File: config.mk
export PLATFORM = sky130hd
export DESIGN_NAME = mlsu_maddr_gen
export DESIGN_NICKNAME = d
export VERILOG_FILES = /design/src/rtl/mlsu_maddr_gen.sv
export SDC_FILE = /design/constraint.sdc
export NUM_CORES = 1
export LEC_CHECK = 0
export CAP_MARGIN = 40
export CORE_UTILIZATION = 40
export DETAILED_ROUTE_END_ITERATION = 10
export GPL_TIMING_DRIVEN = 1
export PLACE_DENSITY = 0.69
export SYNTH_ARGS = -nofsm -noshare
export SYNTH_HDL_FRONTEND = slang
export SYNTH_SLANG_ARGS = --single-unit
File: constraint.sdc
create_clock -name clk_i -period 2.55 [get_ports clk_i]
set_clock_uncertainty 0.05 [all_clocks]
set_input_delay 0.51 -clock clk_i [delete_from_list [all_inputs] [get_ports clk_i]]
set_output_delay 0.51 -clock clk_i [all_outputs]
set_load 0.02 [all_outputs]
File: src/rtl/mlsu_maddr_gen.sv
// -----------------------------------------------------------------------------
// mlsu_maddr_gen
//
// Matrix-register-file address sequencer for the MLSU. Accepts one transfer
// descriptor (target mreg, layout mode, beat count) and streams one
// {set, bank} MRF address per beat under valid/ready flow control. Supports
// row-major, column-major and the two bank-skewed orders (TRANSPOSE walks
// column-major, RESHAPE walks row-major, both rotate the bank by the local
// set index so consecutive beats spread over different banks).
//
// Ports
//   clk_i         clock, rising edge
//   rst_ni        asynchronous active-low reset
//   flush_i       synchronous abort of the current descriptor
//   req_valid_i   descriptor valid
//   req_ready_o   descriptor accepted on valid & ready
//   req_mreg_i    target mreg index
//   req_mode_i    layout mode (ROW_MAJOR, COL_MAJOR, TRANSPOSE, RESHAPE)
//   req_len_i     beat count; 0 or larger than a full mreg means full mreg
//   addr_valid_o  address beat valid
//   addr_ready_i  consumer accepts the beat
//   addr_set_o    global MRF set = mreg * NrSetPerMreg + local set
//   addr_bank_o   bank index
//   addr_last_o   final beat of the descriptor
//   busy_o        descriptor in progress
// -----------------------------------------------------------------------------
module mlsu_maddr_gen #(
   parameter int unsigned NrMregs      = 16,
   parameter int unsigned NrSetPerMreg = 4,
   parameter int unsigned NrBanks      = 8,
   localparam int unsigned MregBits    = $clog2(NrMregs),
   localparam int unsigned SetLBits    = $clog2(NrSetPerMreg),
   localparam int unsigned SetBits     = $clog2(NrMregs * NrSetPerMreg),
   localparam int unsigned BankBits    = $clog2(NrBanks),
   localparam int unsigned LenBits     = $clog2(NrSetPerMreg * NrBanks) + 1
) (
   input  logic                clk_i,
   input  logic                rst_ni,
   input  logic                flush_i,
   input  logic                req_valid_i,
   output logic                req_ready_o,
   input  logic [MregBits-1:0] req_mreg_i,
   input  logic [1:0]          req_mode_i,
   input  logic [LenBits-1:0]  req_len_i,
   output logic                addr_valid_o,
   input  logic                addr_ready_i,
   output logic [SetBits-1:0]  addr_set_o,
   output logic [BankBits-1:0] addr_bank_o,
   output logic                addr_last_o,
   output logic                busy_o
);

   typedef enum logic [1:0] {
      ROW_MAJOR = 2'd0,
      COL_MAJOR = 2'd1,
      TRANSPOSE = 2'd2,
      RESHAPE   = 2'd3
   } m_mop_e;

   typedef enum logic {
      IDLE = 1'b0,
      RUN  = 1'b1
   } state_e;

   localparam logic [LenBits-1:0] FullLen = LenBits'(NrSetPerMreg * NrBanks);

   state_e                state_q;
   logic [MregBits-1:0]   mreg_q;
   m_mop_e                mode_q;
   logic [LenBits-1:0]    len_q;
   logic [LenBits-1:0]    cnt_q;

   logic                  run;
   logic                  last_beat;
   logic                  accept;
   logic                  beat_done;
   logic [LenBits-1:0]    len_clamped;
   logic [SetLBits-1:0]   set_l;
   logic [BankBits-1:0]   col;
   logic [BankBits-1:0]   bank;

   assign run       = (state_q == RUN);
   assign last_beat = run && (cnt_q == (len_q - LenBits'(1)));

   // In RUN a new descriptor can only slip in on the final handshake, which
   // is what gives zero-bubble back-to-back streams.
   assign req_ready_o = ~flush_i & (run ? (last_beat & addr_ready_i) : 1'b1);
   assign accept      = req_valid_i & req_ready_o;
   assign beat_done   = run & addr_ready_i;

   assign len_clamped = ((req_len_i == '0) || (req_len_i > FullLen)) ? FullLen : req_len_i;

   // Traversal order: row-major splits c as {set_l, col}, column-major as
   // {col, set_l}. Skewed modes rotate the bank by the local set.
   always_comb begin
      set_l = '0;
      col   = '0;
      case (mode_q)
         ROW_MAJOR, RESHAPE: begin
            set_l = cnt_q[BankBits +: SetLBits];
            col   = cnt_q[BankBits-1:0];
         end
         default: begin
            set_l = cnt_q[SetLBits-1:0];
            col   = cnt_q[SetLBits +: BankBits];
         end
      endcase
      if (mode_q == TRANSPOSE || mode_q == RESHAPE) begin
         bank = col + BankBits'(set_l);
      end else begin
         bank = col;
      end
   end

   assign addr_valid_o = run;
   assign addr_last_o  = last_beat;
   assign addr_set_o   = run ? {mreg_q, set_l} : '0;
   assign addr_bank_o  = run ? bank : '0;
   assign busy_o       = run;

   always_ff @(posedge clk_i or negedge rst_ni) begin
      if (!rst_ni) begin
         state_q <= IDLE;
         mreg_q  <= '0;
         mode_q  <= ROW_MAJOR;
         len_q   <= '0;
         cnt_q   <= '0;
      end else if (flush_i) begin
         state_q <= IDLE;
         cnt_q   <= '0;
      end else if (accept) begin
         state_q <= RUN;
         mreg_q  <= req_mreg_i;
         mode_q  <= m_mop_e'(req_mode_i);
         len_q   <= len_clamped;
         cnt_q   <= '0;
      end else if (beat_done) begin
         if (last_beat) begin
            state_q <= IDLE;
            cnt_q   <= '0;
         end else begin
            cnt_q   <= cnt_q + LenBits'(1);
         end
      end
   end

endmodule

Yosys cells after proc, flatten, opt, wreduce, memory -nomap -nowiden --
Cells that the tools add are included.
Word-level totals: logic and storage cells 42, output and inout port bits 13, flip-flop bits (word level) 19, bits of input ports 17
Cells by class: reduce and logical (&&, ||, !) cells 10, equal/unequal tests 3, bitwise logic cells 5, order comparisons 1, multiplexer cells 15, add/subtract/negate cells 3
Operator list (number):
- two-way mux 6 bit | 6
- two-way mux 3 bit | 3
- adder 6 x 1 -> 6 bit, second input constant | 1
- equality test 6 bit | 1
- > comparator 6 bit, second input constant | 1
- zero test 6 bit | 1
- nonzero test 3 bit | 2
- subtractor 6 x 1 -> 6 bit, second input constant | 1
- two-way mux 1 bit | 5
- AND 1 bit | 4
- equality test 2 bit, second input constant | 2
- AND reduction 2 bit | 2
- adder 3 x 2 -> 3 bit | 1
- zero test 2 bit | 1
- logical OR 1 bit | 2
- two-way mux 2 bit | 1
- OR reduction 2 bit | 1
- logical AND 1 bit | 1
- inverter 1 bit | 1

Longest topological paths before layout --
depth after elaboration 9, depth in mapped cells 9, gate-level depth less buffers 9

Worst setup path after synthesis --
Ideal clock, no wire load.
path kind register to output, start register mode_q[0], end output addr_bank_o[1], setup slack -0.580 ns, cell stages (with the launch flop) 10, data required time 1.990 ns, arrival 2.570 ns, buffers on the path 1, cell sequence dfrtp_1 > inv_1 > ha_1 > clkbuf_1 > mux2_2 > ha_1 > inv_1 > fa_1 > nor2b_1 > a211oi_1
Between the ends: cells in the longest elaborated chain, start to end 6, elaborated cells between the ends (all ways) 10, those cells by class 1 x add/sub; 2 x eq/ne; 4 x mux; 3 x reduce/logical
RTL lines:
- from (decl) | RTL line 69 | m_mop_e mode_q;
- from (signal assigned) | RTL line 134 | mode_q <= m_mop_e'(req_mode_i);
- equality test 2 bit / zero test 2 bit (equally long branches) | RTL line 98, 108
- OR reduction 2 bit | RTL line 98 | case (mode_q)
- two-way mux 3 bit / two-way mux 2 bit (equally long branches) | RTL line 98
- adder 3 x 2 -> 3 bit | RTL line 109 | bank = col + BankBits'(set_l);
- two-way mux 3 bit * | RTL line 108 | if (mode_q == TRANSPOSE || mode_q == RESHAPE) begin
- two-way mux 3 bit * | RTL line 118 | assign addr_bank_o = run ? bank : '0;
- to (decl) | RTL line 48 | output logic [BankBits-1:0] addr_bank_o,
Mark *: on every way between the ends. The rest lies on a longest branch, timed or not.

Worst setup path after layout --
start register mode_q[1], end output addr_bank_o[1]
The elaborated chain is that of the path after synthesis.

==> run summary <==
Run status = finished with violations
Failing checks = negative setup slack
Antenna violations before repair = 0
Startpoint of the worst-slack reg-to-reg timing path = len_q[0]
Required time of the critical path = 1.99 ns
Minimum clock period = 2.95 ns
Num ports = 30
Number of vias in the routed layout = 1242
Syn avg cell area = 9.89 um2
Cell area after technology mapping = 1280 um2
Fraction of layout cells with a size suffix above 1 = 42.9%
H-Tree Depth = 1
Max Cap Violations = 0
Antenna cells = 0
Static Leak = 0.000966 uW
Filler cells = 231
Post-placement worst setup slack = -0.618 ns
Post-route cell area = 2160 um2
Maximum fanout along the worst path = 3
Largest net degree at the start of global routing = 20
Tot Pwr = 1050 uW
Net count after synthesis = 152
Register area share after synthesis = 37.3%
Biggest area contributors in the synthesized netlist = dfrtp_1 37%, mux2_2 9.7%, ha_1 4.9%
Fmax = 339 MHz
R2R cell count = 10
Via count of the first global-routing pass = 1273
Yosys warnings = 0
Count of port buffers added during placement = 29
Seq cells post-synth = 19
Worst reg2reg path endpoint = len_q[2]
Max rail drop VDD = 0.000283 V
Relative slew slack = 74.0%
Share of the core filled with cells = 71.3%
Growth of design area from synthesis to finish = 69.2%
Row cnt = 20
Routability-driven placement congestion ratio = 0.986
Worst path setup slack after routing = -0.399 ns
Remaining routing DRC violations = 0
Clock buffer count from CTS = 3
Post-route ant nets = 0
Fraction of the cycle the final worst path needs = 116%
Clock Tree Buf Depth = 2
Leading cell type in the layout, fill and taps excluded = buf_4
Clock Root Buffer = clkbuf_4
Final WL = 3520 um
Total global routing overflow = 0
Floorplan die height = 58.5 um
Setup repair after global routing missed its margin = yes
Core region area = 3030 um2
Starting Density = 42.1%
Category of the worst setup path capture point = output port
Critical path arrival = 2.39 ns
Cell accounting for the most synthesized area = dfrtp_1
Final hold violations = 0
Chip width = 58.5 um
Number of cells in the design after placement = 230
Transition time at the pin with the least slew margin = 0.387 ns
Number of failing setup endpoints in the final timing report = 9
Detailed placement HPWL = 2430 um
CTS tree = done
Synthesized instance count = 129
Clock transition at the register clock pins on the worst setup and hold paths after CTS = 0.12 ns
Number of nets in the final layout = 222
Final Max Slew Viols = 0
Number of iterations in the first detailed-routing pass = 4
Leading cell types in the layout, fill and taps excluded = 35 x buf_4, 22 x clkdlybuf4s50_1, 19 x dfrtp_1
Number of unique standard cell types used by synthesis = 35
Register-to-register path setup slack = -0.03 ns
Cell area after placement = 1890 um2
Critical setup path kind = reg2out
Sinks on Clock Net = 19
Areal power density over the cells = 486 nW/um2
Wire length of the first global-routing pass = 5690 um
GRT Total Usage = 21.5%
Drt wl/cell = 14.6 um
Non-Filler Instances = 242
Nature of the critical path startpoint = flop
Hold buffer count at cts = 0
Clk_lat worst skew = 0.30 ns
Via-to-Cell Ratio = 5.13
Die Outline Area = 3420 um2
Area share of the largest cell type after synthesis = 37.3%
Tightest Hold Check Type = in2async
Drt first-iter violations = 76
-- where the power goes --
part / leakage (uW) / internal (uW) / switching, uW
clock: 0.0000177 / 58.5 / 102
sequential: 0.000243 / 339 / 27.3
combinational: 0.000705 / 297 / 227
total: 0.000966 / 695 / 356
-- critical path, stage by stage, from the launching register on --
cell      delay (ns)
dfrtp_1         0.43
ha_4            0.30
mux2_4          0.32
ha_4            0.16
inv_2           0.05
fa_1            0.38
nor2b_4         0.15
a211oi_4        0.15
buf_6           0.14
-- sequential cells by signal, summed over array words and instances, names as in the netlist --
| register | cells |
|---|---|
| mreg_q | 4 |
| cnt_q | 6 |
| addr_valid_o | 1 |
| mode_q | 2 |
| len_q | 6 |
-- Yosys cell counts --
| master | count |
|---|---|
| o21ai_0 | 4 |
| buf_2 | 1 |
| o2111ai_1 | 1 |
| o21a_1 | 1 |
| nor3b_4 | 1 |
| clkbuf_1 | 1 |
| o21bai_1 | 1 |
| xor2_1 | 2 |
| a21oi_1 | 7 |
| dfrtp_1 | 19 |
| or4_1 | 2 |
| and2_1 | 5 |
| nor4b_4 | 1 |
| ha_1 | 5 |
| nand4b_1 | 1 |
| nor2b_1 | 6 |
| fa_1 | 1 |
| buf_6 | 1 |
| and3b_1 | 1 |
| xnor2_1 | 6 |
| nand3_1 | 5 |
| a211oi_1 | 1 |
| mux2i_1 | 6 |
| buf_4 | 1 |
| a31o_2 | 1 |
| mux2_2 | 11 |
| nand2b_1 | 3 |
| or3_1 | 2 |
| nor4_1 | 1 |
| a31oi_1 | 3 |
| nor2_1 | 5 |
| nor3_1 | 6 |
| a21o_1 | 1 |
| nand2_1 | 6 |
| inv_1 | 10 |
-- layout make-up --
cell class	count	area (um2)	share of cell area [%]
Timing Repair Buffer	69	617	28.6
Clock buffer	3	22.5	1.04
Clock inverter	1	5.00	0.232
Tap cell	44	55.1	2.55
Inverter	10	37.5	1.74
Multi-Input combinational cell	96	947	43.9
Sequential cell	19	475	22.0
-- layer usage --
layer	part of all wire (%)	routed length, um	GRT usage, %
met5	0	0	0
met2	54	1910	40.1
met1	39	1370	26.2
met3	4.5	160	3.08
met4	2.5	89	4.76
-- per-stage QoR --
stage                     hold WS, ns  setup TNS (ns)
after floorplan                 0.164          -0.155
after global placement          0.432           -1.86
after detailed placement        0.442           -2.41
after CTS                       0.468          -0.876
after global routing            0.501           -2.62
final                           0.472           -1.04
-- cell families after synthesis --
| family | count (synthesis) | synth area share (%) |
|---|---|---|
| buffers and inverters | 14 | 5.10 |
| AND/OR/NAND/NOR | 45 | 21.8 |
| XOR/XNOR | 8 | 5.49 |
| flip-flops | 19 | 37.3 |
| multiplexers | 17 | 14.4 |
| AO/OA/AOI/OAI | 20 | 9.51 |
| adder cells (fa/ha/maj) | 6 | 6.47 |
-- worst max-delay path by stage --
stage	from	to	slack (ns)	cells after the start
2_1_floorplan	mode_q[1]	addr_bank_o[1]	-0.15	8
3_3_place_gp	mode_q[1]	addr_bank_o[1]	-0.55	8
3_5_place_dp	mode_q[1]	addr_bank_o[1]	-0.62	8
4_1_cts	mode_q[1]	addr_bank_o[1]	-0.41	8
5_1_grt	mode_q[1]	addr_bank_o[1]	-0.47	8
6_report	mode_q[1]	addr_bank_o[1]	-0.40	8
-- what timing repair did --
action	CTS	global route
endpoints found under the setup margin	17	18
pin swaps	10	9
resized for setup	47	27
setup buffers	3	6
cloned	1	0
Power figures use the tool's default switching activity.
